===== src/rtl/gpio_pattern_gen_pkg.sv =====
// gpio_pattern_gen_pkg
// Shared definitions for the GPIO pattern generator: TX packet field
// positions, the generator FSM state type and a helper that turns a packet's
// hold field into the tick count actually loaded.
// Ports: none (package).

package gpio_pattern_gen_pkg;

  // TX FIFO word layout (29 bits): [28] config flag, [27:16] hold, [15:0] pins
  localparam int GPIO_PKT_WIDTH   = 29;
  localparam int GPIO_PKT_CFG_BIT = 28;
  localparam int GPIO_HOLD_MSB    = 27;
  localparam int GPIO_HOLD_LSB    = 16;
  localparam int GPIO_HOLD_WIDTH  = GPIO_HOLD_MSB - GPIO_HOLD_LSB + 1;

  typedef enum logic {
    PG_IDLE,
    PG_HOLD
  } gpio_pg_state_t;

  // A hold of zero would never expire cleanly, so it is treated as one tick.
  function automatic logic [GPIO_HOLD_WIDTH-1:0] holdLoadValue(
    input logic [GPIO_PKT_WIDTH-1:0] pkt
  );
    logic [GPIO_HOLD_WIDTH-1:0] hold;
    hold = pkt[GPIO_HOLD_MSB:GPIO_HOLD_LSB];
    return (hold == '0) ? GPIO_HOLD_WIDTH'(1) : hold;
  endfunction

endpackage


===== src/rtl/gpio_pattern_gen_sample_tick_gen.sv =====
// sample_tick_gen
// Sample-rate prescaler. Counts 0..max_count_i and raises tick_o for one
// cycle when the count reaches (or exceeds) max_count_i, then restarts at 0.
// Ports:
//   clk          system clock
//   rst          synchronous active-low reset
//   clr_i        restart the count from 0 on the next edge
//   max_count_i  sample period minus 1, in clk cycles
//   tick_o       one-cycle sample tick (combinational from the count)

module sample_tick_gen #(
  parameter int RATE_WIDTH = 24
) (
  input  logic                  clk,
  input  logic                  rst,
  input  logic                  clr_i,
  input  logic [RATE_WIDTH-1:0] max_count_i,
  output logic                  tick_o
);

  logic [RATE_WIDTH-1:0] count_q;
  logic [RATE_WIDTH-1:0] count_d;

  // >= rather than == so that lowering max_count mid-run never forces the
  // counter to wrap all the way around before the next tick.
  always_comb begin
    tick_o  = (count_q >= max_count_i);
    count_d = count_q + RATE_WIDTH'(1);
    if (clr_i || tick_o) begin
      count_d = '0;
    end
  end

  always_ff @(posedge clk) begin
    if (!rst) begin
      count_q <= '0;
    end else begin
      count_q <= count_d;
    end
  end

endmodule


===== src/rtl/gpio_pattern_gen.sv =====
// gpio_pattern_gen
// Output-direction counterpart of the logic-analyzer capture path. Pops data
// packets from the peripheral TX FIFO (first-word-fall-through), drives each
// packet's pin values and holds them for the packet's number of sample ticks.
// Ports:
//   clk           system clock
//   rst           synchronous active-low reset
//   en            pattern enable
//   max_count     sample period minus 1, in clk cycles
//   dir_mask      1 = pin driven as output
//   tx_data       head word of the TX FIFO
//   tx_empty      TX FIFO empty
//   tx_rden       pop strobe (combinational)
//   out           registered pin values
//   tristate      registered ~dir_mask (1 = pin high-Z)
//   clr_underrun  clears the sticky underrun flag
//   underrun      sticky: FIFO ran dry while streaming
//   idle          generator idle and FIFO empty

import gpio_pattern_gen_pkg::*;

module gpio_pattern_gen #(
  parameter int PIN_WIDTH  = 16,
  parameter int HOLD_WIDTH = 12,
  parameter int RATE_WIDTH = 24
) (
  input  logic                      clk,
  input  logic                      rst,
  input  logic                      en,
  input  logic [RATE_WIDTH-1:0]     max_count,
  input  logic [PIN_WIDTH-1:0]      dir_mask,
  input  logic [GPIO_PKT_WIDTH-1:0] tx_data,
  input  logic                      tx_empty,
  output logic                      tx_rden,
  output logic [PIN_WIDTH-1:0]      out,
  output logic [PIN_WIDTH-1:0]      tristate,
  input  logic                      clr_underrun,
  output logic                      underrun,
  output logic                      idle
);

  gpio_pg_state_t         state_q, state_d;
  logic [PIN_WIDTH-1:0]   out_q, out_d;
  logic [PIN_WIDTH-1:0]   tristate_q;
  logic [HOLD_WIDTH-1:0]  remaining_q, remaining_d;
  logic                   underrun_q, underrun_d;
  logic                   validHead;
  logic                   underrunSet;
  logic                   load;
  logic                   tick;

  // The prescaler restarts on every pop so each packet's hold window is
  // measured from the cycle its pins appear.
  sample_tick_gen #(
    .RATE_WIDTH (RATE_WIDTH)
  ) uTickGen (
    .clk         (clk),
    .rst         (rst),
    .clr_i       (tx_rden),
    .max_count_i (max_count),
    .tick_o      (tick)
  );

  // Next-state logic. A config packet at the head is never popped; it simply
  // stalls the generator in IDLE until the host side consumes it.
  always_comb begin
    validHead   = ~tx_empty & ~tx_data[GPIO_PKT_CFG_BIT];
    state_d     = state_q;
    out_d       = out_q;
    remaining_d = remaining_q;
    underrunSet = 1'b0;
    load        = 1'b0;

    case (state_q)
      PG_IDLE: begin
        if (en && validHead) begin
          load    = 1'b1;
          state_d = PG_HOLD;
        end
      end
      PG_HOLD: begin
        if (!en) begin
          state_d = PG_IDLE;
        end else if (tick) begin
          if (remaining_q > HOLD_WIDTH'(1)) begin
            remaining_d = remaining_q - HOLD_WIDTH'(1);
          end else if (validHead) begin
            // Reload on the expiring tick so back-to-back packets have no gap.
            load = 1'b1;
          end else begin
            state_d     = PG_IDLE;
            underrunSet = tx_empty;
          end
        end
      end
      default: begin
        state_d = PG_IDLE;
      end
    endcase

    if (load) begin
      out_d       = tx_data[PIN_WIDTH-1:0];
      remaining_d = holdLoadValue(tx_data);
    end

    // A new underrun outranks a simultaneous clear so no event is lost.
    underrun_d = underrunSet | (underrun_q & ~clr_underrun);
  end

  assign tx_rden  = load & rst;
  assign out      = out_q;
  assign tristate = tristate_q;
  assign underrun = underrun_q;
  assign idle     = (state_q == PG_IDLE) & tx_empty;

  always_ff @(posedge clk) begin
    if (!rst) begin
      state_q     <= PG_IDLE;
      out_q       <= '0;
      tristate_q  <= '1;
      remaining_q <= '0;
      underrun_q  <= 1'b0;
    end else begin
      state_q     <= state_d;
      out_q       <= out_d;
      tristate_q  <= ~dir_mask;
      remaining_q <= remaining_d;
      underrun_q  <= underrun_d;
    end
  end

endmodule


===== config.mk =====
export PLATFORM = sky130hd
export DESIGN_NAME = gpio_pattern_gen
export DESIGN_NICKNAME = d
export VERILOG_FILES = /design/src/rtl/gpio_pattern_gen_pkg.sv /design/src/rtl/gpio_pattern_gen_sample_tick_gen.sv /design/src/rtl/gpio_pattern_gen.sv
export SDC_FILE = /design/constraint.sdc
export NUM_CORES = 1
export LEC_CHECK = 0
export ABC_CLOCK_PERIOD_IN_PS = 5950
export CAP_MARGIN = 40
export CELL_PAD_IN_SITES_DETAIL_PLACEMENT = 1
export CELL_PAD_IN_SITES_GLOBAL_PLACEMENT = 2
export CORE_UTILIZATION = 27
export CTS_CLUSTER_SIZE = 24
export DETAILED_ROUTE_END_ITERATION = 10
export PLACE_DENSITY = 0.84
export RECOVER_POWER = 25
export SLEW_MARGIN = 40
export SYNTH_ARGS = -nofsm -noshare
export SYNTH_HDL_FRONTEND = slang
export SYNTH_SLANG_ARGS = --single-unit

===== constraint.sdc =====
create_clock -name clk -period 5.95 [get_ports clk]
set_input_delay 1.785 -clock clk [delete_from_list [all_inputs] [get_ports clk]]
set_output_delay 1.785 -clock clk [all_outputs]
set_load 0.01 [all_outputs]

======== Word-level counts from Yosys, hierarchy flattened ========
Index checks and enable logic that the tools add are counted.
word-level totals
  register bits ........................... 70
  bits of input ports ..................... 74
  output and inout port bits .............. 35
cells by class
  add/sub/neg operators ................... 2
  magnitude comparators ................... 2
  multiplexer cells ....................... 21
  bitwise gates (word level) .............. 11
  reductions and logical operators ........ 9
operators with widths
  operator                                             count
  2-to-1 mux 12 bit                                    6
  adder 24 x 1 -> 24 bit, second input constant        1
  >= comparator 24 bit                                 1
  NOT 16 bit                                           1
  2-to-1 mux 1 bit                                     13
  > comparator 12 x 1 -> 1 bit, second input constant  1
  logical NOT 12 bit                                   1
  subtractor 12 x 1 -> 12 bit, second input constant   1
  nonzero test 2 bit                                   4
  NOT 1 bit                                            5
  bitwise AND 1 bit                                    4
  one-hot mux 1 bit (2 select lines)                   2
  AND reduction 4 bit                                  1
  OR reduction 2 bit                                   1
  logical AND 1 bit                                    1
  logical OR 1 bit                                     1
  bitwise OR 1 bit                                     1

======== Longest topological paths before layout ========
Gate-level depths: netlist (run 1).
  depth in word-level cells ............... 10
  gate-level depth with buffers ........... 12
  mapped depth without buffers ............ 9

======== By module ========
From an unflattened synthesis (run 1), not the netlist that was laid out.
second synthesis, totals
  cell total of the unflattened synthesis .. 433
  area, all modules ....................... 3891.2 um2
modules (own cells, without submodules)
  module            times used  cells an instance  area an instance (um2)
  gpio_pattern_gen  1           233                1983.2
  sample_tick_gen   1           200                1908.1

======== Least setup slack after synthesis (run 1) ========
No wires, ideal clock.
  path type ............................... input to output
  start point ............................. in max_count[22]
  end point ............................... out tx_rden
  data arrival time ....................... 3695 ps
  required time ........................... 4165 ps
  slack ................................... 470 ps
  cell stages on the path ................. 11
  path buffers ............................ 3
  cells stage by stage .................... inv_1 ha_1 a21oi_1 nand2_1 a221o_1 a211oi_4 a21bo_1 buf_6 buf_6 buf_6 nor2_1
on the way
  longest elaborated chain between the ends .. 5
ends and longest elaborated chain
  item                                line                                    text
  from (decl)                         gpio_pattern_gen.sv:30                  input logic [RATE_WIDTH-1:0] max_count,
  >= comparator 24 bit                gpio_pattern_gen_sample_tick_gen.sv:27  tick_o = (count_q >= max_count_i);
  2-to-1 mux 1 bit                    gpio_pattern_gen.sv:84                  end else if (tick) begin
  2-to-1 mux 1 bit                    gpio_pattern_gen.sv:82                  if (!en) begin
  one-hot mux 1 bit (2 select lines)  gpio_pattern_gen.sv:74                  case (state_q)
  bitwise AND 1 bit                   gpio_pattern_gen.sv:110                 assign tx_rden = load & rst;
  to (decl)                           gpio_pattern_gen.sv:34                  output logic tx_rden,
Every way passes these cells.

======== Worst setup path in the final report (run 1) ========
  start point ............................. in max_count[21]
  end point ............................... out tx_rden
The elaborated chain is that of the path after synthesis.

==> results of run 1 <==
==> power breakdown <==
group | switching (mW) | internal, mW | leakage, nW
clock | 0.216 | 0.412 | 0.170
combinational | 0.0981 | 0.108 | 1.33
sequential | 0.0164 | 0.489 | 0.572
total | 0.330 | 1.01 | 2.07
==> through the flow <==
| stage | power, mW | TNS (ps) | utilization [%] | std cells | hold slack [ps] |
|---|---|---|---|---|---|
| 2_1_floorplan | 0.623 | 0 | - | 417 | 437 |
| 3_3_place_gp | 0.718 | -145 | 37.9 | 691 | 442 |
| 3_5_place_dp | 0.724 | -176 | 37.9 | 691 | 449 |
| 4_1_cts | 1.36 | 0 | 40.6 | 707 | 455 |
| 5_1_grt | 1.40 | 0 | 40.6 | 708 | 472 |
| 6_report | 1.34 | 0 | 40.6 | 708 | 453 |
==> cells by family after synthesis <==
logic type | count (synthesis)
xor gates and xnor gates | 22
buffers and inverters | 45
and+or+nand+nor | 176
AOI/OAI and AO/OA | 70
muxes | 7
DFF | 70
adders and majority gates | 27
==> what timing repair did <==
item | CTS | global route
hold buffers | 0 | 0
setup buffers | 0 | 0
setup endpoints to repair | 1 | 0
resized for setup | 2 | 0
==> routing by layer <==
metal	global-route usage [%]	vias up
met4	3.85	0
met1	16.7	1530
met5	0	-
met3	5.70	11
met2	28.9	85
li1	-	1655
==> critical path, cell delays in order <==
cell,delay [ps]
clkdlybuf4s50_1,460
inv_1,40
ha_1,290
nand4_1,160
nor4_2,320
and3_1,250
a211oi_4,90
a21bo_1,230
nor2_1,80
dlygate4sd2_1,290
==> worst max-delay path by stage <==
stage,from,endpoint,cells past startpoint
after global placement,max_count[17],tx_rden,10
after detailed placement,max_count[17],tx_rden,10
final,max_count[21],tx_rden,10
after CTS,max_count[21],tx_rden,10
after global routing,max_count[22],tx_rden,10
after floorplan,max_count[22],tx_rden,11
==> layout by cell type, fill, tap and decap left out, types with 8 or more instances in the layout <==
cell / n
nand2_1: 74
inv_1: 30
buf_4: 8
nor2_1: 43
dfxtp_1: 70
clkbuf_16: 9
clkdlybuf4s50_1: 96
nand3_1: 17
dlygate4sd3_1: 11
nand4_1: 9
a21oi_1: 26
xor2_1: 15
ha_1: 27
==> layout make-up <==
type                            count  share of cell area, %
Timing Repair Buffer              117                   22.3
Sequential cell                    70                   27.3
Inverter                           30                   2.20
Tap cell                          172                   4.20
Clock buffer                        9                   4.39
Multi-Input combinational cell    302                   37.2
Antenna cell                        1                 0.0488
Clock inverter                      7                   2.37
==> state kept, by name, summed over array words and instances (netlist names) <==
signal	cells
remaining_q	12
uTickGen.count_q	24
state_q	1
tristate	16
out	16
underrun	1
==> impl_metrics.py, run 1 <==
metrics = {
    "clocking": {
        "clockBufferDepth": 2,
        "numClockSinks": 70,
        "cts_inserted_buffers": 9,
        "cts_max_level": 3,
        "cts_tree": "built",
        "clk_latency_ps": 330,
        "cts_root_buf": "clkbuf_16",
        "path_clk_slew_ps": 60,
    },
    "worst_setup_path": {
        "rrSetupSlack_ps": 2860,
        "rr_startpoint": "uTickGen.count_q[0]",
        "r2r_end": "uTickGen.count_q[7]",
        "end_kind": "output pin",
        "critPathKind": "input port to output pin",
        "reg2reg_depth": 10,
        "start_kind": "input port",
        "required_ps": 4160,
        "crit_path_max_fanout": 2,
        "worst-endpoint-arrival_ps": 3990,
    },
    "global_routing": {
        "grt-ovfl-total": 0,
        "grt_pass1_vias": 3451,
        "grt_usage_pct": 15.6,
        "grt_pass1_wl_mm": 16.2,
        "grt_max_degree": 34,
        "antenna_found_initial": 1,
    },
    "logic_synthesis": {
        "synth-compound-area-share_pct": 14.3,
        "synth_xor_area_share_pct": 5.50,
        "synth_nets": 518,
        "yosys-top-cells-count": "nand2_1 (74), dfxtp_1 (70), nor2_1 (43)",
        "yosysWarnings": 0,
        "synthArstFlopShare_pct": 0,
        "yosysMostFrequentCell": "nand2_1",
        "yosys.area.top_type": "dfxtp_1",
        "ys_ff_latch": 70,
        "synth-edff-count": 0,
        "synth_top_family_by_area": "simple AND/OR/NAND/NOR gates",
        "netlist.area_leader.share_pct": 40.0,
        "avgSynthCellArea_um2": 8.40,
        "netlist_area_mm2": 0.00350,
        "synth_fa_ha_area_share_pct": 9.65,
        "synth_area_leaders": "dfxtp_1 (40%), ha_1 (9.6%), nand2_1 (7.9%)",
        "synthFlopType": "dfxtp_1",
        "synthSimpleGateAreaFrac_pct": 22.8,
        "synthMuxAreaShare_pct": 2.00,
        "ys_types": 50,
        "ys_seq_area_share_pct": 40.0,
        "synth_cells": 417,
    },
    "layout": {
        "fill_cells": 1525,
        "layout.nets": 631,
        "seq_area_mm2": 0.00140,
        "fin_area_mm2": 0.00513,
        "layout-drive-gt1-share_pct": 6.54,
        "syn_to_final_growth_pct": 46.4,
        "multi_input_comb_area_mm2": 0.00191,
    },
    "sta": {
        "rsz0062_at_grt": "no",
        "fmax_ghz": 0.173,
        "min_period_ps": 5770,
        "hold_viol": 0,
        "setup_ws_ps": 176,
        "slew_headroom_pct": -11.5,
        "tightest_slew_ps": 1670,
        "finClkSkew_ps": 6.21,
        "finalCritPeriodShare_pct": 97.0,
        "setup_viol": 0,
        "timing.final.max_slew_violations": 33,
    },
    "drt": {
        "dr.max_layer_used": "met4",
        "drtIter0Drc": 96,
        "first_pass_iters": 6,
        "vias": 3281,
        "dr_wl_met3_um": 790,
        "ant_nets": 0,
        "met2WireLength_mm": 5.04,
        "wl_per_cell_um": 14.3,
        "wirelength_mm": 10.1,
        "wl_met1_mm": 4.16,
        "drc_errors": 0,
        "vias_per_cell": 4.63,
    },
    "placement": {
        "dpl.hpwl_mm": 7.67,
        "gp_congestion": 0.786,
        "port_buffers": 108,
        "dp_slack_ps": -176,
        "place_area_mm2": 0.00478,
    },
    "outcome": {
        "status": "complete, but fails checks",
        "violations": "capacitance limit, slew limit",
    },
    "floorplanning": {
        "die_w_um": 116,
        "dieArea_mm2": 0.0134,
        "io_pins": 109,
        "rows": 41,
        "start_util_pct": 27.8,
        "core-area_mm2": 0.0126,
        "die_h_um": 116,
    },
    "min_path": {
        "min_path_cells": 2,
        "hp-class": "flop to flop",
        "hold_end": "out[7]",
        "holdCritStartpoint": "out[7]",
    },
    "pwr": {
        "ir_drop_mv": 0.145,
        "leakage_nw": 2.07,
        "p_per_area_mw_per_mm2": 261,
    },
    "flow_run": {
        "maxCapViolCount": 1,
    },
}
No activity file was read; power rests on OpenSTA's default activity.
==> inputs of run 2 (changes only) <==
Settings changed: CAP_MARGIN 40 to not set.
==> results of run 2 <==
The final DEF is identical to that of run 1; final timing and power are the same.
